--- src/rtl/game_pkg.sv ---
// Shared game definitions: state encodings, screen geometry and the
// vertical limits derived from it, plus the bird motion register bundle.
package game_pkg;

  localparam int unsigned SCREEN_H    = 480;
  localparam int unsigned LAND_HEIGHT = 100;
  localparam int unsigned BIRD_H      = 24;
  localparam int unsigned BIRD_W      = 34;
  localparam int unsigned BIRD_HPOS   = 320;

  localparam int unsigned STATE_W = 2;
  localparam int unsigned VPOS_W  = 9;
  localparam int unsigned VEL_W   = 8;
  localparam int unsigned FRAME_W = 2;
  // Wide enough that vpos + velocity never wraps before clamping.
  localparam int unsigned CALC_W  = 11;

  localparam int unsigned GROUND_Y_DEF = LAND_HEIGHT + BIRD_H / 2;
  localparam int unsigned CEIL_Y_DEF   = SCREEN_H - 1 - BIRD_H / 2;

  typedef enum logic [STATE_W-1:0] {
    ST_READY = 2'd0,
    ST_PLAY  = 2'd1,
    ST_OVER  = 2'd2
  } game_state_e;

  typedef struct packed {
    logic [VPOS_W-1:0]  vpos;
    logic [VEL_W-1:0]   vel;
    logic [FRAME_W-1:0] frame;
    logic               hit_ground;
    logic               hit_ceiling;
  } bird_state_t;

  // Encoding 3 is not a real state; it behaves as OVER.
  function automatic game_state_e decode_state(input logic [STATE_W-1:0] s);
    case (s)
      2'd0:    return ST_READY;
      2'd1:    return ST_PLAY;
      default: return ST_OVER;
    endcase
  endfunction

endpackage

--- src/rtl/rise_edge.sv ---
// Rising-edge detector: remembers the previous level and flags a 0->1 change
// in the same cycle it appears. Edges seen while in reset are suppressed.
module rise_edge (
  input  logic clk,
  input  logic rst,
  input  logic i_level,
  output logic o_pulse_c
);

  logic r_prev;

  // Tracks the level even during reset so a button held through reset
  // does not look like a fresh press afterwards.
  always_ff @(posedge clk) begin
    r_prev <= i_level;
  end

  assign o_pulse_c = i_level & ~r_prev & ~rst;

endmodule

--- src/rtl/bird_motion.sv ---
// Bird vertical physics and wing animation, advanced once per physics tick.
// Drives bird position/frame for display and ground/ceiling contact flags.
module bird_motion
  import game_pkg::*;
#(
  parameter int unsigned START_POS  = 240,
  parameter int unsigned FLAP_VEL   = 6,
  parameter int unsigned GRAVITY    = 1,
  parameter int unsigned MAX_FALL   = 8,
  parameter int unsigned GROUND_Y   = GROUND_Y_DEF,
  parameter int unsigned CEIL_Y     = CEIL_Y_DEF,
  parameter int unsigned ANIM_TICKS = 8
) (
  input  logic               clk,
  input  logic               rst,
  input  logic               tick,
  input  logic [STATE_W-1:0] state,
  input  logic               flap,
  output logic [VPOS_W-1:0]  bird_vpos,
  output logic [FRAME_W-1:0] bird_frame,
  output logic [VEL_W-1:0]   bird_vel,
  output logic               hit_ground,
  output logic               hit_ceiling
);

  localparam int unsigned CNT_W = (ANIM_TICKS > 1) ? $clog2(ANIM_TICKS) : 1;

  localparam logic signed [CALC_W-1:0] C_FLAP    = CALC_W'(FLAP_VEL);
  localparam logic signed [CALC_W-1:0] C_GRAVITY = CALC_W'(GRAVITY);
  localparam logic signed [CALC_W-1:0] C_MIN_VEL = CALC_W'(0) - CALC_W'(MAX_FALL);
  localparam logic signed [CALC_W-1:0] C_GROUND  = CALC_W'(GROUND_Y);
  localparam logic signed [CALC_W-1:0] C_CEIL    = CALC_W'(CEIL_Y);
  localparam logic [CNT_W-1:0]         C_CNT_TOP = CNT_W'(ANIM_TICKS - 1);

  game_state_e w_state;
  game_state_e r_state_q;
  logic        w_state_chg;

  logic w_flap_edge;
  logic w_flap_now;
  logic r_flap_pend;
  logic w_flap_pend_nxt;

  bird_state_t r_bird;
  bird_state_t w_bird_nxt;
  logic [CNT_W-1:0] r_anim_cnt;
  logic [CNT_W-1:0] w_anim_cnt_base;
  logic [CNT_W-1:0] w_anim_cnt_nxt;
  logic             w_anim_en;

  logic signed [CALC_W-1:0] w_vel_ext;
  logic signed [CALC_W-1:0] w_vel_grav;
  logic signed [CALC_W-1:0] w_vel_cand;
  logic signed [CALC_W-1:0] w_pos_next;

  rise_edge u_flap_edge (
    .clk       (clk),
    .rst       (rst),
    .i_level   (flap),
    .o_pulse_c (w_flap_edge)
  );

  assign w_state     = decode_state(state);
  assign w_state_chg = (w_state != r_state_q);

  // A press landing on the tick cycle is honoured by that tick.
  assign w_flap_now      = r_flap_pend | w_flap_edge;
  assign w_flap_pend_nxt = tick ? 1'b0 : w_flap_now;

  assign w_vel_ext  = CALC_W'(signed'(r_bird.vel));
  assign w_vel_grav = w_vel_ext - C_GRAVITY;
  assign w_vel_cand = w_flap_now ? C_FLAP
                    : ((w_vel_grav < C_MIN_VEL) ? C_MIN_VEL : w_vel_grav);
  assign w_pos_next = signed'({2'b00, r_bird.vpos}) + w_vel_cand;

  assign w_anim_cnt_base = w_state_chg ? '0 : r_anim_cnt;

  // Next-state for physics and animation; only ticks move the bird.
  always_comb begin
    w_bird_nxt             = r_bird;
    w_bird_nxt.hit_ceiling = 1'b0;
    w_anim_cnt_nxt         = w_anim_cnt_base;
    w_anim_en              = 1'b0;

    if (tick) begin
      case (w_state)
        ST_READY: begin
          w_bird_nxt.vpos       = VPOS_W'(START_POS);
          w_bird_nxt.vel        = '0;
          w_bird_nxt.hit_ground = 1'b0;
          w_anim_en             = 1'b1;
        end
        ST_PLAY: begin
          if (!r_bird.hit_ground) begin
            w_anim_en = 1'b1;
            if (w_pos_next <= C_GROUND) begin
              w_bird_nxt.vpos       = VPOS_W'(GROUND_Y);
              w_bird_nxt.vel        = '0;
              w_bird_nxt.hit_ground = 1'b1;
            end else if (w_pos_next >= C_CEIL) begin
              w_bird_nxt.vpos        = VPOS_W'(CEIL_Y);
              w_bird_nxt.vel         = '0;
              w_bird_nxt.hit_ceiling = 1'b1;
            end else begin
              w_bird_nxt.vpos = VPOS_W'(w_pos_next);
              w_bird_nxt.vel  = VEL_W'(w_vel_cand);
            end
          end
        end
        default: ;
      endcase
    end

    if (w_anim_en) begin
      if (w_anim_cnt_base == C_CNT_TOP) begin
        w_anim_cnt_nxt   = '0;
        w_bird_nxt.frame = (r_bird.frame == FRAME_W'(2)) ? '0
                         : r_bird.frame + FRAME_W'(1);
      end else begin
        w_anim_cnt_nxt = w_anim_cnt_base + CNT_W'(1);
      end
    end
  end

  always_ff @(posedge clk) begin
    r_state_q <= w_state;
    if (rst) begin
      r_bird.vpos        <= VPOS_W'(START_POS);
      r_bird.vel         <= '0;
      r_bird.frame       <= '0;
      r_bird.hit_ground  <= 1'b0;
      r_bird.hit_ceiling <= 1'b0;
      r_anim_cnt         <= '0;
      r_flap_pend        <= 1'b0;
    end else begin
      r_bird      <= w_bird_nxt;
      r_anim_cnt  <= w_anim_cnt_nxt;
      r_flap_pend <= w_flap_pend_nxt;
    end
  end

  assign bird_vpos   = r_bird.vpos;
  assign bird_vel    = r_bird.vel;
  assign bird_frame  = r_bird.frame;
  assign hit_ground  = r_bird.hit_ground;
  assign hit_ceiling = r_bird.hit_ceiling;

endmodule
--- config.mk ---
export PLATFORM = sky130hd
export DESIGN_NAME = bird_motion
export DESIGN_NICKNAME = d
export VERILOG_FILES = /design/src/rtl/game_pkg.sv /design/src/rtl/rise_edge.sv /design/src/rtl/bird_motion.sv
export SDC_FILE = /design/constraint.sdc
export NUM_CORES = 1
export LEC_CHECK = 0
export ABC_CLOCK_PERIOD_IN_PS = 4600
export CAP_MARGIN = 20
export CORE_UTILIZATION = 49
export CTS_CLUSTER_SIZE = 24
export DETAILED_ROUTE_END_ITERATION = 10
export MAX_ROUTING_LAYER = met4
export PLACE_DENSITY = 0.8
export SYNTH_ARGS = -nofsm -noshare
export SYNTH_HDL_FRONTEND = slang
export SYNTH_HIERARCHICAL = 1
export SYNTH_SLANG_ARGS = --single-unit
export TNS_END_PERCENT = 20
--- constraint.sdc ---
create_clock -name clk -period 4.6 [get_ports clk]
set_input_delay 1.38 -clock clk [delete_from_list [all_inputs] [get_ports clk]]
set_output_delay 1.38 -clock clk [all_outputs]
set_load 0.01 [all_outputs]
Word-level counts from Yosys, hierarchy flattened
Cells that the tools add are included.
{ "totals": {"ff_bits": 28, "input_bits": 6, "word_cells": 56} }
{ "classes": {"add_sub_neg": 4, "n_lt_le_gt_ge": 3, "n_eq_ne": 6, "n_mux": 19, "bitwise_logic": 7, "reduce_logical": 8} }
{ "ops": {"columns": ["operator", "n"], "rows": [
  ["$mux 17", 3],
  ["$pmux 17 s2", 1],
  ["$mux 11", 2],
  ["$add 10x11->11", 1],
  ["$ge 11x10->1 const B", 1],
  ["$le 11x8->1 const B", 1],
  ["$lt 9x4->1 const B", 1],
  ["$mux 3", 3],
  ["$sub 8x2->9 const B", 1],
  ["$mux 1", 5],
  ["$reduce_or 5->1", 1],
  ["$eq 2x1->1 const B", 2],
  ["$logic_not 2->1", 2],
  ["$mux 2", 2],
  ["$not 1->1", 4],
  ["$pmux 1 s2", 2],
  ["$pmux 2 s2", 1],
  ["$reduce_and 2->1", 2],
  ["$add 3x1->3 const B", 1],
  ["$eq 3x3->1 const B", 1],
  ["$reduce_and 3->1", 1],
  ["$add 2x1->2 const B", 1],
  ["$and 1x1->1", 2],
  ["$eq 2x2->1 const B", 1],
  ["other kinds (5)", 5]
]} }

Longest topological paths before layout
Gate-level depths: netlist of run 1.
{ "depth": {"ltp_word": 11, "ltp_mapped": 20, "mapped_depth_nobuf": 18} }

By module
Netlist of run 1, hierarchy kept.
{ "by_module_without_submodules": {"columns": ["module", "n_inst", "cells_per_inst", "area_per_inst_um2", "seq_area_each_um2"], "rows": [
  ["bird_motion", 1, 235, 1889.3, 540.5],
  ["rise_edge", 1, 2, 32.5, 20.0]
]} }

Worst setup path after synthesis of run 1
OpenSTA, ideal clock, no wires.
{ "synth_path": {"kind": "input to register", "startpoint": "in flap", "endpoint": "reg r_bird (netlist bit bird_vpos[6])", "arrival_time_ns": 4.302, "required_ns": 4.478, "setup_slack_ns": 0.177, "cell_stages": 12, "path_buffers": 1, "path_cell_list": "nor3b_2 > nor2_1 > o21ai_0 > fa_1 > a21o_1 > a221oi_2 > o221ai_2 > xor2_1 > nand2b_4 > a211o_1 > buf_6 > o32a_1"} }
{ "synth_between": {"elab_chain_len": 10} }
{ "synth_lines": {"columns": ["item", "line", "source"], "rows": [
  ["from (decl)", "bird_motion.sv:18", "input logic flap,"],
  ["$and 1x1->1 * (2 in series)", "rise_edge.sv:18", "assign o_pulse_c = i_level & ~r_prev & ~rst;"],
  ["$or 1x1->1 *", "bird_motion.sv:67", "assign w_flap_now = r_flap_pend | w_flap_edge;"],
  ["$mux 11 *", "bird_motion.sv:72", "assign w_vel_cand = w_flap_now ? C_FLAP"],
  ["$add 10x11->11 *", "bird_motion.sv:74", "assign w_pos_next = signed'({2'b00, r_bird.vpos}) + w_vel_cand;"],
  ["$ge 11x10->1", "bird_motion.sv:100", "end else if (w_pos_next >= C_CEIL) begin"],
  ["$mux 17", "bird_motion.sv:100", null],
  ["$mux 17 *", "bird_motion.sv:96", "if (w_pos_next <= C_GROUND) begin"],
  ["$mux 17 *", "bird_motion.sv:94", "if (!r_bird.hit_ground) begin"],
  ["$pmux 17 s2 *", "bird_motion.sv:86", "case (w_state)"],
  ["to (signal assigned)", "bird_motion.sv:136", "r_bird <= w_bird_nxt;"],
  ["to (decl)", "bird_motion.sv:44", "bird_state_t r_bird;"]
]} }
Every way passes the cells marked *; elsewhere a longest branch is shown, timed or not. The select of a mux whose other input is x is not followed.
A chain may end at the register's enable or synchronous reset.

Worst setup path after layout of run 1
{ "layout_path": {"startpoint": "in flap", "endpoint": "reg r_bird (netlist bit bird_vpos[6])"} }
{ "layout_between": {"elab_chain_len": 10} }
{ "layout_lines": {"columns": ["item", "line", "source"], "rows": [
  ["$and 1x1->1 * (2 in series)", "rise_edge.sv:18", null],
  ["net w_flap_edge", "bird_motion.sv:39", "logic w_flap_edge;"],
  ["$or 1x1->1 *", "bird_motion.sv:67", null],
  ["$mux 11 *", "bird_motion.sv:72", null],
  ["$add 10x11->11 *", "bird_motion.sv:74", null],
  ["$ge 11x10->1", "bird_motion.sv:100", null],
  ["$mux 17", "bird_motion.sv:100", null],
  ["$mux 17 *", "bird_motion.sv:96", null],
  ["$mux 17 *", "bird_motion.sv:94", null],
  ["$pmux 17 s2 *", "bird_motion.sv:86", null]
]} }
The timed path passes the listed nets; every way through them passes the cells marked *. The select of a mux whose other input is x is not followed.

==> results of run 1 <==
layer usage:
| layer | share of wire | wire length (um) | global-route usage | up-vias |
|---|---|---|---|---|
| met4 | 0.023 | 112 | 0.1111 | 0 |
| met2 | 0.47 | 2289 | 0.4197 | 43 |
| met1 | 0.47 | 2267 | 0.3294 | 897 |
| met3 | 0.031 | 151 | 0.01937 | 11 |
| li1 | - | - | - | 962 |
| met5 | 0 | 0 | - | - |
sequential cells by signal, indices dropped and copies added, names as in the netlist:
register	flops
bird_frame	2
bird_vpos	9
hit_ground	1
u_flap_edge/r_prev	1
r_flap_pend	1
r_anim_cnt	3
hit_ceiling	1
r_state_q	2
bird_vel	8
layout make-up:
class                           instances  area, sq um
Clock inverter                          1        30.03
Clock buffer                            3        41.29
Fill cell                             310         1190
Tap cell                               48        60.06
Sequential cell                        28        560.5
Timing Repair Buffer                   56        485.5
Multi-Input combinational cell        192         1319
Inverter                                8        30.03
logic make-up (layout without fill, tap and decap cells):
group / after synthesis / count (layout)
flip-flops: 28 / 28
XOR/XNOR: 13 / 13
multiplexers: 3 / 3
buffers and inverters: 17 / 68
AND/OR/NAND/NOR: 92 / 92
adder cells (fa/ha/maj): 15 / 15
AO/OA/AOI/OAI: 69 / 69
worst max-delay path, cell delays in order:
cell             delay (ns)
clkdlybuf4s50_1        0.46
nor3b_2                0.22
nor2_1                 0.09
buf_4                  0.16
o21ai_0                0.14
ha_1                   0.33
buf_4                  0.16
and3_1                 0.17
o21ai_0                0.20
nand3_1                0.16
o311a_1                0.33
a211o_2                0.43
o32a_1                 0.36
worst paths after layout:
kind	startpoint	to	slack, ns	cells past startpoint
max	flap	bird_vpos[6]$_SDFFE_PP1P_	0.19	13
min	bird_frame[1]$_SDFFE_PP0P_	bird_frame[1]$_SDFFE_PP0P_	0.50	2
max reg2reg	bird_vel[0]$_SDFFE_PP0P_	bird_vpos[6]$_SDFFE_PP1P_	0.28	18
min reg2reg	bird_frame[1]$_SDFFE_PP0P_	bird_frame[1]$_SDFFE_PP0P_	0.50	2
cell usage in the layout, fill, tap and decap left out, drive strengths merged, types with 3 or more instances in the layout:
cell	synthesis	layout
o21ai	13	13
dfxtp	28	28
a221oi	3	3
a211oi	3	3
clkbuf	6	3
nand2	31	31
inv	8	8
and2	4	4
and3	4	4
buf	3	30
o21a	4	4
nand3	12	12
xnor2	7	7
nor3	8	8
a21oi	17	17
ha	14	14
mux2i	3	3
nor2	17	17
a21o	9	9
xor2	6	6
clkdlybuf4s50	0	26
nor2b	6	6
where the power goes:
group          leakage, nW  switching (W)  internal [W]  total, W
clock               0.0357      0.0000793      0.000117  0.000196
sequential           0.227      0.0000189      0.000259  0.000278
combinational        0.803       0.000693      0.000647   0.00134
stage by stage:
| step | setup TNS, ns | util | cell area (sq um) |
|---|---|---|---|
| 2_1_floorplan | 0 | - | 1922 |
| 3_3_place_gp | -1.130 | 0.6515 | 2421 |
| 6_report | 0 | 0.6798 | 2526 |
| 3_5_place_dp | -2.274 | 0.6515 | 2421 |
| 4_1_cts | 0 | 0.6707 | 2492 |
| 5_1_grt | 0 | 0.6798 | 2526 |
what timing repair did:
action	CTS	global route
hold endpoints to repair	0	0
endpoints found under the setup margin	0	18
hold buffers	0	0
gates resized for setup	0	9
==> results.json, run 1 <==
{
  "outcome": "completed",
  "gp_congestion": 0.9040,
  "setup_viol": 0,
  "synthCells": 237,
  "place_hpwl_um": 3731,
  "io_buffers": 26,
  "finalCriticalPeriod_ns": 4.409,
  "total_power_w": 0.001814,
  "syn_to_final_growth_pct": 31.45,
  "synth_mux_area_frac": 0.02214,
  "ys_types": 52,
  "grt.total_usage": 0.2582,
  "cts.sinks": 28,
  "cp-start-kind": "primary input",
  "cp_max_fo": 10,
  "synth_top_family_by_area": "compound AO/OA/AOI/OAI gates",
  "worst_slack_ns": 0.1914,
  "avgSynthCellArea_sq_um": 8.109,
  "insertion_delay_ns": 0.28,
  "ios": 27,
  "endpoint_kind": "flip-flop",
  "holdCritPathClass": "flip-flop to flip-flop",
  "skew_ns": 0.001917,
  "grt_pass1_vias": 1803,
  "wl_um": 4820,
  "synth_warnings": 6,
  "ys_top_cells_by_area": "dfxtp_1 29%, ha_1 9.1%, nand2_1 6.1%, a21oi_1 4.4%, nor2_1 3.3%",
  "synth_compound_area_frac": 0.2500,
  "pre_cts_slack_ns": -0.2029,
  "leakage_nw": 1.066,
  "timing.hold.ws_ns": 0.4970,
  "nets": 310,
  "cts_tree": "yes",
  "synth.most_common_cell": "nand2_1",
  "die_x_um": 64.63,
  "synthAdderAreaFrac": 0.1016,
  "critPathKind": "primary input to flip-flop",
  "drtIter0Drc": 143,
  "syn_area_sq_um": 1922,
  "worst_pin_slew_ns": 0.6511,
  "antenna_found_initial": 0,
  "grt_max_degree": 17,
  "synth-xor-area-share": 0.05924,
  "fp-row-count": 22,
  "cts_setup_buffers": 0,
  "drc": 0,
  "synth_nets": 258,
  "drv_slew": 0,
  "max-clock-path-buffers": 2,
  "detail-route-antenna-nets": 0,
  "drv_cap": 0,
  "instances_no_fill": 336,
  "clkTransAtPathRegs_ns": 0.09,
  "cts_buffers": 3,
  "dr_total_vias": 1913,
  "wl_per_cell_um": 14.35,
  "max_freq_mhz": 226.8,
  "rsz0062_at_grt": "false",
  "slew_headroom": 0.5644,
  "grt_pass1_wl_um": 8176,
  "drive_gt1_frac": 0.1840,
  "root_buffer": "clkbuf_8",
  "ir_drop_mv": 0.4340,
  "core_area_sq_um": 3716,
  "grt-ovfl-total": 0,
  "ys.flop_type": "dfxtp_1",
  "cp_data_required_time_ns": 4.78,
  "dieArea_sq_um": 4176,
  "synth_top_cells_by_count": "31 x nand2_1, 28 x dfxtp_1, 17 x a21oi_1, 17 x nor2_1, 14 x ha_1",
  "avgViaCountPerCell": 5.693,
  "yosysTopAreaCell": "dfxtp_1",
  "diodes": 0,
  "yosysSeqAreaShare": 0.2917,
  "synth_edf_count": 0,
  "synth_top_area_frac": 0.2917,
  "dp_cells": 332,
  "p_per_area_nw_per_um2": 718.2,
  "post-route-period-util": 0.9584,
  "arrival_ns": 4.59,
  "ys_ff_latch": 28,
  "start_util": 0.5172,
  "die_h_um": 64.63,
  "first_pass_iters": 4,
  "htree_levels": 1,
  "synth-simple-area-share": 0.2357,
  "hold_viol_final": 0,
  "async_flop_share": 0
}
(Power assumes the default switching activity.)
==> run 2: changes to the inputs <==
CORE_UTILIZATION = 50   (was 49)
SYNTH_HIERARCHICAL = not set   (was 1)
==> run 2 against run 1 <==
The flow now finishes with violations (negative setup slack). Critical path type is now flip-flop to flip-flop. Area after synthesis increased by 5.4%. Maximum frequency is 8.3% lower. Sequential share of layout area fell by 3.8 points. Via count is 24% higher. Global-route usage up 2.6 points. Largest cell class unchanged. Final area is 21% higher. Non-clock buffer count increased by 28. Routed wire length increased by 48%. Critical path depth rose by 7. Worst hold slack better by 0.0015 ns.
==> results.json, run 2 <==
{
  "outcome": "complete, but fails checks",
  "failed_checks": "negative setup slack",
  "hold_viol_final": 0,
  "worst_pin_slew_ns": 0.9466,
  "grt_pass1_vias": 2083,
  "cp_max_fo": 6,
  "syn_area_sq_um": 2026,
  "dieArea_sq_um": 4310,
  "cp_cell_sequence": "nor3_2 > nand3_1 > and2_1 > a21oi_1 > nor2_1 > o21ai_0 > ha_2 > nor4_4 > ha_2 > fa_2 > a211oi_2 > buf_4 > buf_4 > o21ai_4 > xor2_2 > nand4_1 > a211o_2 > nand4b_4 > buf_12 > o21ai_1",
  "synth_edf_count": 0,
  "pre_cts_slack_ns": -0.3030,
  "timing.hold.ws_ns": 0.4985,
  "worst_slack_ns": -0.2080,
  "synth.most_common_cell": "nand2_1",
  "avgSynthCellArea_sq_um": 8.235,
  "nets": 351,
  "crit_slowest_cell": "a211o_2",
  "slew_headroom": 0.3666,
  "die_x_um": 65.65,
  "cts_buffers": 3,
  "finalCriticalPeriod_ns": 4.808,
  "cp_data_required_time_ns": 4.82,
  "clkTransAtPathRegs_ns": 0.11,
  "die_h_um": 65.65,
  "ios": 27,
  "critPathKind": "flip-flop to flip-flop",
  "grt_max_degree": 17,
  "layout_commonest_cell": "buf_4",
  "diodes": 0,
  "layout_common_cells": "57 x buf_4, 30 x nand2_1, 26 x dfxtp_1",
  "drv_slew": 0,
  "largest_reg_flops": 9,
  "endpoint_kind": "flip-flop",
  "synth_warnings": 0,
  "drv_cap": 0,
  "wl_um": 7131,
  "core_area_sq_um": 3771,
  "crit_buf_inv": 3,
  "syn_to_final_growth_pct": 51.39,
  "wl_per_cell_um": 18.92,
  "ys_ff_latch": 28,
  "max_freq_mhz": 208.0,
  "ys_types": 58,
  "synthCells": 246,
  "holdCritPathClass": "flip-flop to flip-flop",
  "synth_top_area_frac": 0.2767,
  "grt_pass1_wl_um": 9225,
  "grt.total_usage": 0.2839,
  "root_buffer": "clkbuf_8",
  "drc": 0,
  "antenna_found_initial": 0,
  "detail-route-antenna-nets": 0,
  "yosysTopAreaCell": "dfxtp_1",
  "post-route-period-util": 1.045,
  "skew_ns": 0.004576,
  "path_delay_family": "simple AND/OR/NAND/NOR gates",
  "drive_gt1_frac": 0.3313,
  "yosysSeqAreaShare": 0.2767,
  "synth_nets": 267,
  "nFillCells": 219,
  "ys.flop_type": "dfxtp_1",
  "async_flop_share": 0,
  "place_hpwl_um": 4366,
  "fp-row-count": 22,
  "start_util": 0.5372,
  "ys_top_cells_by_area": "dfxtp_1 28%, ha_1 8.6%, nand2_1 5.6%, nor2_1 4.6%, a21oi_1 3.7%",
  "arrival_ns": 5.03,
  "insertion_delay_ns": 0.28,
  "dr_total_vias": 2363,
  "drtIter0Drc": 213,
  "avgViaCountPerCell": 6.268,
  "io_buffers": 26,
  "cts_tree": "yes",
  "slowest_delay_ns": 0.45,
  "synth_top_cells_by_count": "30 x nand2_1, 28 x dfxtp_1, 25 x nor2_1, 15 x a21oi_1, 14 x ha_1",
  "first_pass_iters": 5,
  "gp_congestion": 0.8521,
  "htree_levels": 1,
  "hold_buffers": 0,
  "cp-start-kind": "flip-flop",
  "cts.sinks": 28,
  "setup_viol": 9,
  "max-clock-path-buffers": 2,
  "grt-ovfl-total": 0
}
-- run 2: cell types whose count changed after synthesis, moves of 4 or more --
cell | before | now
a21o_1 | 7 | 3
and3_1 | 4 | 0
inv_1 | 8 | 13
nand3_1 | 12 | 8
nor2_1 | 17 | 25
o211ai_1 | 0 | 6
o21ai_1 | 1 | 9
-- run 2: final timing paths --
kind,start,to,slack (ns),depth (start not counted)
worst max-delay path,bird_vel[2]$_SDFFE_PP0P_,bird_vel[6]$_SDFFE_PP0P_,-0.21,20
worst min-delay path,bird_frame[0]$_SDFFE_PP0P_,bird_frame[1]$_SDFFE_PP0P_,0.50,2
worst max register to register,bird_vel[2]$_SDFFE_PP0P_,bird_vel[6]$_SDFFE_PP0P_,-0.21,20
worst min register to register,bird_frame[0]$_SDFFE_PP0P_,bird_frame[1]$_SDFFE_PP0P_,0.50,2
-- run 2: per-stage QoR --
stage / utilization / setup TNS, ns / cells / cell area [sq um]
detailed placement: 0.7120 / -3.884 / 363 / 2685
global route: 0.8132 / -4.013 / 377 / 3067
global placement: 0.7120 / -2.400 / 363 / 2685
CTS: 0.7336 / 0 / 368 / 2766
finish: 0.8132 / -1.049 / 377 / 3067
floorplan: - / 0 / 246 / 2026
-- run 2: layout make-up --
| cell class | count | area, sq um | area share |
|---|---|---|---|
| multi-input cells | 200 | 1610 | 0.5251 |
| repair buffers | 84 | 713.2 | 0.2326 |
| flip-flops and latches | 28 | 563.0 | 0.1836 |
| well taps | 48 | 60.06 | 0.01958 |
| inverters | 13 | 48.80 | 0.01591 |
| clock buffers | 3 | 41.29 | 0.01346 |
| clock inverters | 1 | 30.03 | 0.009792 |
-- run 2: timing repair --
| item | CTS | global route |
|---|---|---|
| hold endpoints to repair | 0 | 0 |
| endpoints found under the setup margin | 3 | 18 |
| resized for setup | 2 | 43 |
| pin swaps | 2 | 19 |
| setup buffers | 1 | 9 |
-- run 2: worst register-to-register path, cell delays in order, from the launching register on --
cell	delay, ns
dfxtp_2	0.38
nor3_2	0.24
nand3_1	0.18
and2_1	0.24
a21oi_1	0.15
nor2_1	0.07
o21ai_0	0.27
ha_2	0.40
nor4_4	0.32
ha_2	0.26
fa_2	0.23
a211oi_2	0.08
buf_4	0.15
buf_4	0.14
o21ai_4	0.24
xor2_2	0.21
nand4_1	0.18
a211o_2	0.45
nand4b_4	0.26
buf_12	0.18
o21ai_1	0.12
-- run 2: layer usage --
layer,up-vias,GRT usage,wire [um]
met5,-,-,0
met4,0,0.1114,370
met3,54,0.04167,688
met2,167,0.4732,3372
met1,1081,0.3418,2700
li1,1061,-,-
-- run 2: cell families (layout without fill, tap and decap cells) --
| family | count (synthesis) | after routing | share of synthesized area |
|---|---|---|---|
| xor gates and xnor gates | 16 | 16 | 0.07659 |
| AOI/OAI and AO/OA | 73 | 73 | 0.2650 |
| adders and majority gates | 15 | 15 | 0.09636 |
| buffers and inverters | 18 | 101 | 0.03459 |
| DFF | 28 | 28 | 0.2767 |
| and+or+nand+nor | 96 | 96 | 0.2508 |
Power of run 2 is left out: the tool's default activity adds up to more than one toggle a clock period on the data nets, which glitch-free logic cannot reach.
==> run 3: changes to the inputs <==
CORE_MARGIN = 4   (was not set)
REMOVE_ABC_BUFFERS = 1   (was not set)
SLEW_MARGIN = 10   (was not set)
==> run 3 against run 2 <==
The flow now finishes without violations. Global-route usage is 6.0 points lower. Clock skew hardly changed. Sequential cell count stayed put. Maximum frequency is 6.8% higher. Register-to-register slack better by 0.42 ns. Routed wire length is 17% lower. Utilization is 4.6 points lower. Setup slack better by 0.31 ns. Via count is 9.1% lower. Sequential share of layout area is 0.88 points higher.
==> results.json, run 3 (same netlist as run 2, synthesis figures left out) <==
{
  "drv_cap": 0,
  "worstReg2RegEnd": "bird_vpos[3]$_SDFFE_PP0P_",
  "cp-start-kind": "primary input",
  "wl_per_cell_um": 15.95,
  "arrival_ns": 4.70,
  "hold_end": "bird_frame[1]$_SDFFE_PP0P_",
  "slew_headroom": 0.4025,
  "cp_data_required_time_ns": 4.80,
  "largest_reg_flops": 9,
  "crit_buf_inv": 4,
  "drc": 0,
  "io_buffers": 26,
  "cts_tree": "yes",
  "start_util": 0.5333,
  "layout_common_cells": "50 x buf_4, 30 x nand2_1, 28 x dfxtp_1",
  "clkTransAtPathRegs_ns": 0.10,
  "nets": 343,
  "post-route-period-util": 0.9787,
  "dieArea_sq_um": 5134,
  "syn_to_final_growth_pct": 43.79,
  "htree_levels": 1,
  "grt_pass1_wl_um": 9149,
  "cp_cell_sequence": "clkdlybuf4s50_1 > nor3b_4 > nor2_2 > buf_4 > o21ai_1 > ha_2 > buf_4 > o21ai_2 > buf_4 > o211ai_1 > o2111ai_4 > nand4_1 > a211o_2 > nand4b_4 > o31ai_2",
  "drv_slew": 0,
  "layout_commonest_cell": "buf_4",
  "crit_cells": 15,
  "cts.sinks": 28,
  "grt_pass1_vias": 1987,
  "reg2reg_depth": 17,
  "gp_congestion": 0.9528,
  "grt_max_degree": 17,
  "fp-row-count": 22,
  "drtIter0Drc": 121,
  "place_hpwl_um": 4264,
  "path_delay_family": "compound AO/OA/AOI/OAI gates",
  "hp-start": "bird_frame[0]$_SDFFE_PP0P_",
  "hold_viol_final": 0,
  "detail-route-antenna-nets": 0,
  "final_area_sq_um": 2913,
  "min_path_cells": 2,
  "timing.hold.ws_ns": 0.4961,
  "insertion_delay_ns": 0.28,
  "root_buffer": "clkbuf_8",
  "ios": 27,
  "skew_ns": 0.004678,
  "outcome": "completed",
  "diodes": 0,
  "r2r_start": "bird_vel[2]$_SDFFE_PP0P_",
  "holdCritPathClass": "flip-flop to flip-flop",
  "endpoint_kind": "flip-flop",
  "crit_slowest_cell": "clkdlybuf4s50_1",
  "antenna_found_initial": 0,
  "wl_um": 5886,
  "grt-ovfl-total": 0,
  "die_x_um": 71.65,
  "slowest_delay_ns": 0.48,
  "regToRegSetupSlack_ns": 0.21,
  "avgViaCountPerCell": 5.824,
  "die_h_um": 71.65,
  "core_area_sq_um": 3799,
  "finalCriticalPeriod_ns": 4.502,
  "setup_viol": 0,
  "max_freq_mhz": 222.1,
  "grt.total_usage": 0.2241,
  "dr_total_vias": 2149,
  "cp_max_fo": 7,
  "cts_buffers": 3,
  "placed_cell_area_sq_um": 2648,
  "worst_pin_slew_ns": 0.8929,
  "first_pass_iters": 4,
  "critPathKind": "primary input to flip-flop",
  "drive_gt1_frac": 0.2928,
  "crit_top_cell": "buf_4",
  "max-clock-path-buffers": 2
}
## run 3: timing repair
| action | in CTS | in global routing |
|---|---|---|
| endpoints found under the setup margin | 1 | 18 |
| resized for setup | 1 | 32 |
| hold buffers | 0 | 0 |
| setup buffers | 0 | 7 |
| pin swaps | 0 | 15 |
## run 3: how the worst max path moves through the flow
stage          start                        end
5_1_grt         flap  bird_vpos[3]$_SDFFE_PP0P_
6_report        flap  bird_vpos[3]$_SDFFE_PP0P_
4_1_cts         flap     hit_ceiling$_SDFF_PP0_
2_1_floorplan   flap  bird_vpos[1]$_SDFFE_PP0P_
3_3_place_gp    flap  bird_vpos[1]$_SDFFE_PP0P_
3_5_place_dp    flap  bird_vpos[1]$_SDFFE_PP0P_
## run 3: area by class of cell
class / instances / area [sq um]
repair buffers: 76 / 638.1
clock buffers: 3 / 41.29
well taps: 48 / 60.06
flip-flops and latches: 28 / 560.5
clock inverters: 1 / 30.03
inverters: 13 / 48.80
multi-input cells: 200 / 1534
fillers: 273 / 885.9
## run 3: layer usage
layer | GRT usage | part of all wire | up-vias
met3 | 0.03506 | 0.046 | 14
met1 | 0.2901 | 0.44 | 1015
met5 | - | 0 | -
met2 | 0.3684 | 0.50 | 73
met4 | 0.04802 | 0.019 | 0
li1 | - | - | 1047
## run 3: per-stage QoR
step | utilization | setup WS (ns) | TNS (ns) | instances
after global routing | 0.7668 | -0.05336 | -0.05336 | 369
final | 0.7668 | 0.09807 | 0 | 369
after detailed placement | 0.6970 | -0.2617 | -3.066 | 358
after CTS | 0.7157 | 0.007518 | 0 | 362
after floorplan | - | 0.2274 | 0 | 241
after global placement | 0.6970 | -0.1414 | -1.297 | 358
## run 3: tightest hold or removal path: cells and delay by family (launching register included)
family             cells  cell delay (ns)
and+or+nand+nor        1             0.06
AOI/OAI and AO/OA      1             0.05
DFF                    1             0.35
Power of run 3 is left out for the same reason.
==> patch 1 (flow settings as in run 2) <==
The 3 states of `game_state_e` get a one-hot encoding in 3 bits.
--- a/src/rtl/game_pkg.sv
+++ b/src/rtl/game_pkg.sv
@@ -19,8 +19,8 @@
   localparam int unsigned CEIL_Y_DEF   = SCREEN_H - 1 - BIRD_H / 2;
 
-  typedef enum logic [STATE_W-1:0] {
-    ST_READY = 2'd0,
-    ST_PLAY  = 2'd1,
-    ST_OVER  = 2'd2
+  typedef enum logic [2:0] {
+    ST_READY = 3'b001,
+    ST_PLAY  = 3'b010,
+    ST_OVER  = 3'b100
   } game_state_e;
 
Behaviour: no difference found for any inputs over 4 cycles, from zero or initial values and one cycle with rst high; so few cycles prove little.
==> patch 1 against run 2 <==
  * Maximum frequency up 5.1%
  * Worst setup slack better by 0.23 ns
  * Sequential cell count up 1
  * Sequential share of layout area increased by 2.8 points
  * Wire length is 24% lower
  * Design area down 11%
  * Critical path type is now input pin to flip-flop
  * Non-clock buffer count fell by 19
  * Area after synthesis fell by 1.8%
  * Register-to-register slack better by 0.45 ns
  * Highest routed layer unchanged
  * Critical path depth shrank 6
Power is left out: it rests on default switching activity, and per cell area and clock period it moved more than threefold.
==> patch 1: results (changes against run 2) <==
metric,value,unit,change
ys_seq_area_share,29.2,%,was 27.7%
netlist-cell-type-count,54,,was 58
gp_congestion,0.912,,was 0.852
cp.arrival,4.74,ns,was 5.03 ns
postRouteWirelength,5.42,mm,was 7.13 mm
status,"finished, final reports clean",,"was finished, violations left"
drt_iter0_drc,164,,was 213
clk_pin_slew,0.06,ns,was 0.11 ns
htreeDepth,2,,was 1
track_usage,26.4,%,was 28.4%
synth_common_cells,"dfxtp_1, nand2_1, nor2_1",,"was nand2_1, dfxtp_1, nor2_1"
finalSetupViolCount,0,,was 9
drt_pass1_iterations,4,,was 5
relSlewSlack,56.0,%,was 36.7%
synth.net_count,261,,was 267
synth.most_common_cell,dfxtp_1,,was nand2_1
nets,327,,was 351
crit_fanout,5,,was 6
grt_pass1_wl,8.43,mm,was 9.23 mm
finClkSkew,0.00372,ns,was 0.00458 ns
cts_buffers,5,,was 3
drive_gt1_share,22.9,%,was 33.1%
vias_per_cell,5.75,,was 6.27
grt_pass1_vias,1900,,"was 2,083"
dpl.hpwl,3.97,mm,was 4.37 mm
patch 1: cell types whose count changed after synthesis, sizes merged, moves of 4 or more:
cell | run 2 | this run
o22ai | 1 | 5
nor2 | 25 | 18
o211ai | 6 | 0
nor4b | 0 | 4
o21ai | 22 | 15
or3 | 0 | 4
nand4 | 2 | 10
inv | 13 | 9
patch 1: final timing paths:
path | cells past startpoint | to | start | slack [ns]
max | 14 | bird_vpos[6] | flap | 0.03
min | 2 | bird_vpos[3] | bird_vpos[3] | 0.47
max reg2reg | 19 | bird_vpos[6] | bird_vel[0] | 0.24
min reg2reg | 2 | bird_vpos[3] | bird_vpos[3] | 0.47
patch 1: per-layer routing:
metal  vias up  GRT usage [%]  part of all wire (%)
li1       1010              -                     -
met1       973           32.5                    45
met2        45           43.9                    50
met3         9           3.70                   3.3
met4         0           9.78                   1.3
met5         -              -                     0
patch 1: final cells by class:
| cell class | instances | area, sq um |
|---|---|---|
| Timing Repair Buffer | 65 | 569 |
| Multi-Input combinational cell | 196 | 1410 |
| Sequential cell | 29 | 581 |
| Tap cell | 48 | 60.1 |
| Fill cell | 305 | 1000 |
| Clock buffer | 7 | 86.3 |
| Inverter | 9 | 33.8 |
patch 1: logic make-up after synthesis:
logic type,synth area share (%)
simple gates,29.8
xor+xnor,6.54
compound gates,19.8
flops,29.2
mux,1.51
buf+inv,3.33
fa+ha+maj,9.81
patch 1: critical path: stages:
cell             delay [ns]
clkdlybuf4s50_1        0.49
nor3b_4                0.26
or2_4                  0.19
nor3_1                 0.06
ha_2                   0.21
fa_2                   0.34
a21o_1                 0.19
buf_4                  0.15
a221oi_4               0.29
o21bai_2               0.12
xor2_2                 0.17
nor4b_4                0.35
nand2_2                0.17
o32a_1                 0.35
patch 1: per-stage QoR:
| stage | cell area [sq um] | worst slack (ns) | std cells | setup TNS [ns] | hold WS, ns |
|---|---|---|---|---|---|
| after floorplan | 1990 | 0.241 | 240 | 0 | 0.486 |
| after global placement | 2570 | -0.266 | 346 | -3.91 | 0.460 |
| after detailed placement | 2570 | -0.406 | 346 | -6.17 | 0.464 |
| after CTS | 2670 | 0.0185 | 353 | 0 | 0.473 |
| after global routing | 2740 | -0.0471 | 354 | -0.112 | 0.502 |
| final | 2740 | 0.0269 | 354 | 0 | 0.470 |
patch 1: repair_timing:
item,in CTS,in global routing
resized for setup,2,17
gates cloned,0,0
hold buffers,0,0
setup buffers,0,1
pin swaps,0,8
endpoints found under the setup margin,17,18
==> patch 2 (config.mk and constraints of run 2) <==
Without the edit above. Change the parameter `ANIM_TICKS` from 8 to 32.
--- a/src/rtl/bird_motion.sv
+++ b/src/rtl/bird_motion.sv
@@ -10,5 +10,5 @@
   parameter int unsigned GROUND_Y   = GROUND_Y_DEF,
   parameter int unsigned CEIL_Y     = CEIL_Y_DEF,
-  parameter int unsigned ANIM_TICKS = 8
+  parameter int unsigned ANIM_TICKS = 32
 ) (
   input  logic               clk,
Function: changed (Yosys sat finds a counterexample within 10 cycles, from zero or initial values and one cycle with rst high).
==> patch 2 against run 2 <==
  * The run still ends with setup timing left
  * First-iteration DRC count grew 30%
  * Sequential cell count up 2
  * Worst hold slack better by 0.013 ns
  * Sequential share of layout area is 0.21 points lower
  * Design area is 8.4% higher
  * Worst setup slack better by 0.042 ns
  * Non-clock buffer count grew 6
  * Area after synthesis is 4.2% higher
  * Wire length up 8.0%
  * Critical endpoint unchanged
  * Highest routed layer unchanged
Power is left out: the tool's default activity adds up to more than one toggle a clock period on the data nets, which glitch-free logic cannot reach.
==> patch 2: results (changes against run 2) <==
metric,value,unit,change
status,"finished, violations left",,unchanged
violations,setup timing,,unchanged
synth.mux.area_fraction,0.474,%,was 0%
antenna_found_initial,0,,unchanged
vias,2473,,"was 2,363"
synth_compound_area_share,27.5,%,was 26.5%
track_usage,29.4,%,was 28.4%
synth_common_cells,"dfxtp_1, nand2_1, nor2_1",,"was nand2_1, dfxtp_1, nor2_1"
hp-class,flip-flop to flip-flop,,unchanged
crit_end,bird_vel[6],,unchanged
largest_reg_flops,9,,unchanged
setup_slack,-0.166,ns,was -0.208 ns
dp.cells,376,,was 363
portBuffers,26,,unchanged
fin_setup_tns,-1.34,ns,was -1.05 ns
grt_max_degree,18,,was 17
synth.net_count,277,,was 267
finalSetupViolCount,18,,was 9
netlist-cell-type-count,62,,was 58
tightest_slew,0.690,ns,was 0.947 ns
grt_pass1_wl,9.67,mm,was 9.23 mm
post-place-ws,-0.161,ns,was -0.303 ns
cts-root-buf,clkbuf_8,,unchanged
fill_cells,223,,was 219
crit_slowest_cell,or4_4,,was a211o_2
dpl.hpwl,4.33,mm,was 4.37 mm
overflow,0,,unchanged
r2r-start,bird_vel[1],,was bird_vel[2]
finClkSkew,0.00684,ns,was 0.00458 ns
syn_inst,256,,was 246
grt_pass1_vias,2199,,"was 2,083"
drive_gt1_share,36.4,%,was 33.1%
postRouteWirelength,7.70,mm,was 7.13 mm
drt_iter0_drc,276,,was 213
post_dp_cell_area,2800,sq um,was 2690 sq um
gp_congestion,0.950,,was 0.852
ys_seq_area_share,28.5,%,was 27.7%
yosysWarnings,0,,unchanged
ys_top_cells_by_area,"dfxtp_1, ha_1, nand2_1",,unchanged
critPathTopFamily,compound AO/OA/AOI/OAI gates,,was simple AND/OR/NAND/NOR gates
final_cell_count_no_fill,396,,was 377
crit_type,flip-flop to flip-flop,,unchanged
drt_pass1_iterations,5,,unchanged
synth_fa_ha_area_share,9.72,%,was 9.64%
crit_fanout,6,,unchanged
synth_xor_area_share,4.98,%,was 7.66%
async_flop_share,0,%,unchanged
nets,366,,was 351
diodes,0,,unchanged
cts.path.max_buffers,2,,unchanged
critPathMaxStageDelay,0.43,ns,was 0.45 ns
cts_buffers,5,,was 3
clk_pin_slew,0.07,ns,was 0.11 ns
insertion_delay,0.29,ns,
htreeDepth,2,,was 1
r2r_cells,20,,unchanged
synth_flop_cell,dfxtp_1,,unchanged
-- patch 2: how the worst min path moves through the flow --
stage | startpoint | to | slack [ns] | depth (start not counted)
6_report | bird_vpos[0] | bird_vpos[0] | 0.51 | 2
5_1_grt | bird_vpos[6] | bird_vpos[6] | 0.55 | 1
4_1_cts | bird_vpos[0] | bird_vpos[0] | 0.47 | 2
3_5_place_dp | bird_vpos[0] | bird_vpos[0] | 0.46 | 2
3_3_place_gp | bird_vpos[0] | bird_vpos[0] | 0.47 | 2
2_1_floorplan | r_anim_cnt[2] | r_anim_cnt[2] | 0.47 | 2
-- patch 2: per-layer routing --
| metal | routed length [microns] | vias to the layer above | global-route usage, % |
|---|---|---|---|
| met1 | 3170 | 1180 | 33.9 |
| met3 | 505 | 33 | 5.48 |
| met5 | 0 | - | - |
| met2 | 3740 | 141 | 50.3 |
| met4 | 281 | 0 | 11.2 |
| li1 | - | 1119 | - |
-- patch 2: cell type report --
class | count | area [sq um] | share of cell area [%]
Multi-Input combinational cell | 203 | 1730 | 52.0
Timing Repair Buffer | 90 | 778 | 23.4
Sequential cell | 30 | 603 | 18.1
Clock buffer | 6 | 82.6 | 2.48
Tap cell | 50 | 62.6 | 1.88
Inverter | 15 | 56.3 | 1.69
Clock inverter | 2 | 12.5 | 0.377
-- patch 2: repair_timing --
item / in CTS / in global routing
setup endpoints to repair: 13 / 18
buffers inserted: 0 / 11
endpoints found under the hold margin: 0 / 0
gates resized for setup: 7 / 60
cloned: 0 / 1
hold buffers: 0 / 0
pin swaps: 2 / 22
-- patch 2: cell families (layout without fill, tap and decap cells) --
kind of cell	count (synthesis)	in the layout
adders and majority gates	16	16
and+or+nand+nor	98	98
xor gates and xnor gates	12	12
AOI/OAI and AO/OA	76	76
buffers and inverters	23	113
DFF	30	30
muxes	1	1
